### src/rtl/uart_pkg.sv
// Purpose: shared types and constants for the UART command-frame sequencer.
// Latency: n/a (declarations only).
// Backpressure: n/a.
package uart_pkg;

  // Frame assembly states: waiting for opcode, data high byte, data low byte.
  typedef enum logic [1:0] {
    IDLE    = 2'd0,
    WAIT_HI = 2'd1,
    WAIT_LO = 2'd2
  } cmd_state_t;

  // Opcode + data high + data low.
  localparam int unsigned FRAME_BYTES = 3;

  // Default inter-byte timeout in clk cycles.
  localparam int unsigned TIMEOUT_CYC_DEFAULT = 2000;

endpackage

### src/rtl/uart_tmo_cnt.sv
// Purpose: clear/enable up-counter with a terminal-count flag at MAX_CNT-1.
// Latency: tc is combinational from the registered count; clr/en act at the next edge.
// Backpressure: none; clr has priority over en.
//
// Ports:
//   clk, rst : clock and synchronous active-high reset
//   clr      : force the count to zero at the next edge
//   en       : advance the count by one at the next edge
//   tc       : count currently equals MAX_CNT-1
module uart_tmo_cnt #(
  parameter int unsigned MAX_CNT = 2000,
  parameter int unsigned CNT_W   = $clog2(MAX_CNT + 1)
) (
  input  logic clk,
  input  logic rst,
  input  logic clr,
  input  logic en,
  output logic tc
);

  logic [CNT_W-1:0] count_q;
  logic [CNT_W-1:0] count_d;

  always_comb begin
    count_d = count_q;
    if (clr) begin
      count_d = '0;
    end else if (en) begin
      count_d = count_q + CNT_W'(1);
    end
  end

  always_ff @(posedge clk) begin
    if (rst) begin
      count_q <= '0;
    end else begin
      count_q <= count_d;
    end
  end

  assign tc = (count_q == CNT_W'(MAX_CNT - 1));

endmodule

### src/rtl/uart_cmd_ctrl.sv
// Purpose: assemble 3-byte UART frames (opcode, data hi, data lo) into a held command.
// Latency: cmd/data/cmd_rdy update the cycle after the last byte is accepted.
// Backpressure: none toward the receiver; an unacknowledged command is overwritten and ovr is set.
//
// Ports:
//   clk, rst           : clock and synchronous active-high reset
//   rx_rdy, rx_data    : receiver byte available (level) and its value
//   clr_rx_rdy         : one-cycle registered acknowledge of the consumed byte
//   cmd, data          : opcode and {byte1, byte2} of the last complete frame
//   cmd_rdy            : command held and not yet acknowledged
//   clr_cmd_rdy        : consumer acknowledge of cmd_rdy
//   ovr                : sticky overwrite flag, cleared by clr_cmd_rdy
//   tmo                : one-cycle pulse when a partial frame is discarded on timeout
//   busy               : a frame is partially assembled
module uart_cmd_ctrl
  import uart_pkg::*;
#(
  parameter int unsigned TIMEOUT_CYC = TIMEOUT_CYC_DEFAULT
) (
  input  logic        clk,
  input  logic        rst,
  input  logic        rx_rdy,
  input  logic [7:0]  rx_data,
  output logic        clr_rx_rdy,
  output logic [7:0]  cmd,
  output logic [15:0] data,
  output logic        cmd_rdy,
  input  logic        clr_cmd_rdy,
  output logic        ovr,
  output logic        tmo,
  output logic        busy
);

  // Bytes that must be held until the final byte of the frame arrives.
  localparam int unsigned HOLD_BYTES = FRAME_BYTES - 1;

  cmd_state_t                  state_q, state_d;
  logic [HOLD_BYTES-1:0][7:0]  hold_q, hold_d;
  logic [7:0]                  cmd_q, cmd_d;
  logic [15:0]                 data_q, data_d;
  logic                        cmd_rdy_q, cmd_rdy_d;
  logic                        ovr_q, ovr_d;
  logic                        tmo_q, tmo_d;
  logic                        clr_rx_rdy_q, clr_rx_rdy_d;

  logic accept;
  logic waiting;
  logic tmo_hit;
  logic frame_done;
  logic cnt_tc;
  logic cnt_clr;
  logic cnt_en;

  // The receiver's rdy is still high in the cycle our clear pulse is out;
  // masking with the pulse stops the same byte being taken twice.
  assign accept  = rx_rdy & ~clr_rx_rdy_q;
  assign waiting = (state_q == WAIT_HI) || (state_q == WAIT_LO);

  // An accept on the terminal-count cycle rescues the frame.
  assign tmo_hit = waiting & ~accept & cnt_tc;

  // Counter only runs mid-frame and restarts on every accepted byte.
  assign cnt_clr = ~waiting | accept | tmo_hit;
  assign cnt_en  = waiting & ~accept;

  uart_tmo_cnt #(
    .MAX_CNT (TIMEOUT_CYC)
  ) u_tmo_cnt (
    .clk (clk),
    .rst (rst),
    .clr (cnt_clr),
    .en  (cnt_en),
    .tc  (cnt_tc)
  );

  // Frame assembly FSM.
  always_comb begin
    state_d    = state_q;
    hold_d     = hold_q;
    frame_done = 1'b0;
    unique case (state_q)
      IDLE: begin
        if (accept) begin
          hold_d[0] = rx_data;
          state_d   = WAIT_HI;
        end
      end
      WAIT_HI: begin
        if (accept) begin
          hold_d[1] = rx_data;
          state_d   = WAIT_LO;
        end else if (tmo_hit) begin
          state_d = IDLE;
        end
      end
      WAIT_LO: begin
        if (accept) begin
          frame_done = 1'b1;
          state_d    = IDLE;
        end else if (tmo_hit) begin
          state_d = IDLE;
        end
      end
      default: begin
        state_d = IDLE;
      end
    endcase
  end

  // Command hand-off. A completing frame beats a coincident acknowledge, and
  // in that case ovr is left alone since nothing unread was lost.
  always_comb begin
    cmd_d        = cmd_q;
    data_d       = data_q;
    cmd_rdy_d    = cmd_rdy_q;
    ovr_d        = ovr_q;
    clr_rx_rdy_d = accept;
    tmo_d        = tmo_hit;
    if (frame_done) begin
      cmd_d     = hold_q[0];
      data_d    = {hold_q[1], rx_data};
      cmd_rdy_d = 1'b1;
      if (cmd_rdy_q && !clr_cmd_rdy) begin
        ovr_d = 1'b1;
      end
    end else if (clr_cmd_rdy) begin
      cmd_rdy_d = 1'b0;
      ovr_d     = 1'b0;
    end
  end

  always_ff @(posedge clk) begin
    if (rst) begin
      state_q      <= IDLE;
      hold_q       <= '0;
      cmd_q        <= 8'h00;
      data_q       <= 16'h0000;
      cmd_rdy_q    <= 1'b0;
      ovr_q        <= 1'b0;
      tmo_q        <= 1'b0;
      clr_rx_rdy_q <= 1'b0;
    end else begin
      state_q      <= state_d;
      hold_q       <= hold_d;
      cmd_q        <= cmd_d;
      data_q       <= data_d;
      cmd_rdy_q    <= cmd_rdy_d;
      ovr_q        <= ovr_d;
      tmo_q        <= tmo_d;
      clr_rx_rdy_q <= clr_rx_rdy_d;
    end
  end

  assign clr_rx_rdy = clr_rx_rdy_q;
  assign cmd        = cmd_q;
  assign data       = data_q;
  assign cmd_rdy    = cmd_rdy_q;
  assign ovr        = ovr_q;
  assign tmo        = tmo_q;
  assign busy       = waiting;

endmodule

### config.mk
export PLATFORM = sky130hd
export DESIGN_NAME = uart_cmd_ctrl
export DESIGN_NICKNAME = d
export VERILOG_FILES = /design/src/rtl/uart_pkg.sv /design/src/rtl/uart_tmo_cnt.sv /design/src/rtl/uart_cmd_ctrl.sv
export SDC_FILE = /design/constraint.sdc
export NUM_CORES = 1
export LEC_CHECK = 0
export ABC_AREA = 0
export CAP_MARGIN = 30
export CORE_ASPECT_RATIO = 0.7
export CORE_UTILIZATION = 49
export CTS_BUF_LIST = sky130_fd_sc_hd__clkbuf_4 sky130_fd_sc_hd__clkbuf_8
export DETAILED_ROUTE_END_ITERATION = 8
export PLACE_DENSITY_LB_ADDON = 0.05
export SLEW_MARGIN = 0
export SYNTH_ARGS = -nofsm -noshare
export SYNTH_HDL_FRONTEND = slang
export SYNTH_SLANG_ARGS = --single-unit
### constraint.sdc
create_clock -name clk -period 1.7 [get_ports clk]
set_input_delay 0.34 -clock clk [delete_from_list [all_inputs] [get_ports clk]]
set_output_delay 0.34 -clock clk [all_outputs]
set_load 0.03 [all_outputs]
==> results_dict.tcl <==
set metrics [dict create \
    status "finished, final reports clean" \
    start_kind "register" \
    syn_inst 272 \
    grt_pass1_vias 1821 \
    cap_violations 0 \
    final_common_cell "nand2_1" \
    root_buffer "clkbuf_8" \
    syn-num-nets 289 \
    antenna_found_initial 0 \
    r2r-end "state_q[0]" \
    cts_tree "yes" \
    dp_hpwl_mm 3.64 \
    maxSlewViolCount 0 \
    portBuffers 40 \
    fmax_mhz 603 \
    die_w_um 83.5 \
    skew_ns 0.00730 \
    diodes 0 \
    final_nets 341 \
    cts_sinks 57 \
    endpoint_kind "output port" \
    place_area_um2 2830 \
    min_from "ovr" \
    io_pins 41 \
    power_density_nw_per_um2 999 \
    core_area_um2 4400 \
    cp_max_fo 2 \
    use_met3 0.0738 \
    wl_mm 5.44 \
    crit_type "reg -> out" \
    h-tree-depth 3 \
    synthTopCellsByArea "dfxtp_1 50%, nand2_1 12%, a21oi_1 9.7%, nand3_1 4.4%, ha_1 2.7%" \
    use_met1 0.342 \
    die_y_um 59.0 \
    r2r_cells 6 \
    grtUsageTotal 0.240 \
    reg2reg_setup_slack_ns 0.10 \
    min_period_ns 1.66 \
    n_fill_cell 385 \
    crit_start "data[14]" \
    yosys.area.top_type "dfxtp_1" \
    final_cell_mix "75 x nand2_1, 56 x dfxtp_1, 44 x a21oi_1" \
    die_area_um2 4930 \
    pre_cts_slack_ns -0.102 \
    clk_latency_ns 0.34 \
    drive_above_1_share 0.155 \
    grt_busiest_layer "met2" \
    ir_drop_uv 631 \
    synth_edf_count 0 \
    gp_congestion 0.845 \
    via_per_inst 5.21 \
    slowest_delay_ns 0.66 \
    clk_pin_slew_worst_paths_ns 0.06 \
    drc 0 \
    post-route-period-util 0.976 \
    via_count 1999 \
    yosysSeqAreaShare 0.501 \
    routedWlPerCell_um 14.2 \
    post_cts_buffers 0 \
    synth_area_um2 2280 \
    grt_max_degree 47 \
    hold_depth 2 \
    hold_path_class "reg -> reg" \
    crit_family "buffers and inverters" \
    synth_top_cell_area_share 0.501 \
    ys_ff_latch 57 \
    slew_headroom 0.767 \
    critical_path_arrival_ns 1.32 \
    crit_slowest_cell "clkdlybuf4s50_1" \
    cts_buffers 9 \
    async_flop_share 0 \
    p_leak_nw 1.42 \
    cp_cell_sequence "clkdlybuf4s50_1" \
    synth_cell_type_count 39 \
    gr-total-overflow 0 \
    syn2layout_area_growth_pct 36.5 \
    firstDrtPassIters 4 \
    synth-main-ff-cell "dfxtp_1" \
    worst_slack_ns 0.0406 \
    start_util 0.517 \
    worst_pin_slew_ns 0.344 \
    clock_path_buffers 2 \
    grt_pass1_wl_mm 8.95 \
    final_area_um2 3110 \
    hold_viol_final 0 \
    rsz0062_at_grt "false" \
    regToRegStartpoint "state_q[0]" \
    synth_area_per_cell_um2 8.37 \
    path_buf_inv 1 \
    use_met2 0.344 \
    cp.required_ns 1.36 \
    setup_viol 0 \
    rows 20 \
    drtAntennaViolNets 0 \
    min_to "ovr" \
    drtIter0Drc 154 \
    ys_warn_count 0 \
]
==> final cells by class <==
type / count / area (um^2) / share of cell area
clock buffers: 11 / 151 / 0.0487
multi-input cells: 194 / 1040 / 0.336
flip-flops and latches: 57 / 1140 / 0.368
clock inverters: 5 / 77.6 / 0.0250
inverters: 5 / 18.8 / 0.00604
well taps: 55 / 68.8 / 0.0221
repair buffers: 57 / 603 / 0.194
==> worst register-to-register path, cell delays in order (launching register included) <==
cell      delay, ns
dfxtp_1        0.31
buf_4          0.15
ha_1           0.24
nor4b_1        0.37
o211ai_1       0.14
a31oi_1        0.20
a31o_1         0.13
==> worst max path at each step <==
stage | endpoint | slack (ns) | cells past startpoint
after global placement | u_tmo_cnt.count_q[10] | -0.06 | 5
after floorplan | u_tmo_cnt.count_q[10] | 0.03 | 5
after CTS | busy | -0.01 | 4
final | data[14] | 0.04 | 1
after detailed placement | u_tmo_cnt.count_q[2] | -0.10 | 6
after global routing | data[14] | 0.002 | 1
==> cells by family (layout without fill, tap and decap cells) <==
family                     after synthesis  in the layout  share of synthesized area
AOI/OAI and AO/OA                       60             60                      0.146
and+or+nand+nor                        124            124                      0.260
xor gates and xnor gates                 5              5                     0.0192
DFF                                     57             57                      0.501
buffers and inverters                   21             78                     0.0462
adders and majority gates                5              5                     0.0275
==> synth_stat cells, types with 2 or more instances <==
cell and n:
a21oi_1 44, a21oi_2 3, a31oi_1 2, and3_1 2, buf_1 2, buf_2 3, buf_4 2, buf_6 2
clkbuf_1 7, dfxtp_1 57, ha_1 5, inv_1 5, nand2_1 75, nand2b_1 2, nand3_1 20, nand3b_1 2
nand4_1 2, nor2_2 7, o21ai_0 4, or3_1 3, xor2_1 5
==> where the power goes <==
| group | internal, mW | switching, mW |
|---|---|---|
| logic | 0.117 | 0.161 |
| registers | 1.36 | 0.0178 |
| clock network | 0.899 | 0.545 |
==> per-stage QoR <==
stage               utilization  power (mW)  hold slack, ns  setup TNS (ns)  cells
floorplan                     -        1.56           0.431               0    272
global placement          0.641        1.67           0.439          -0.449    368
detailed placement        0.641        1.68           0.445           -1.24    368
CTS                       0.695        3.12           0.451         -0.0145    384
global route              0.706        3.21           0.463               0    384
finish                    0.706        3.10           0.444               0    384
==> repair_timing <==
action                     CTS  global route
setup endpoints to repair    9            18
gates resized for setup     12            19
hold buffers                 0             0
==> state kept, by name (all words and copies together) (netlist names) <==
signal	cells
u_tmo_cnt.count_q	11
clr_rx_rdy	1
ovr	1
tmo	1
cmd_rdy	1
data	16
state_q	2
cmd	8
hold_q	16
==> routing by layer <==
| layer | part of all wire | wire length [um] | vias up |
|---|---|---|---|
| li1 | - | - | 1026 |
| met1 | 0.51 | 2780 | 897 |
| met2 | 0.41 | 2230 | 69 |
| met3 | 0.068 | 371 | 7 |
| met4 | 0.011 | 61 | 0 |
| met5 | 0 | 0 | - |
Power figures use the tool's default switching activity.
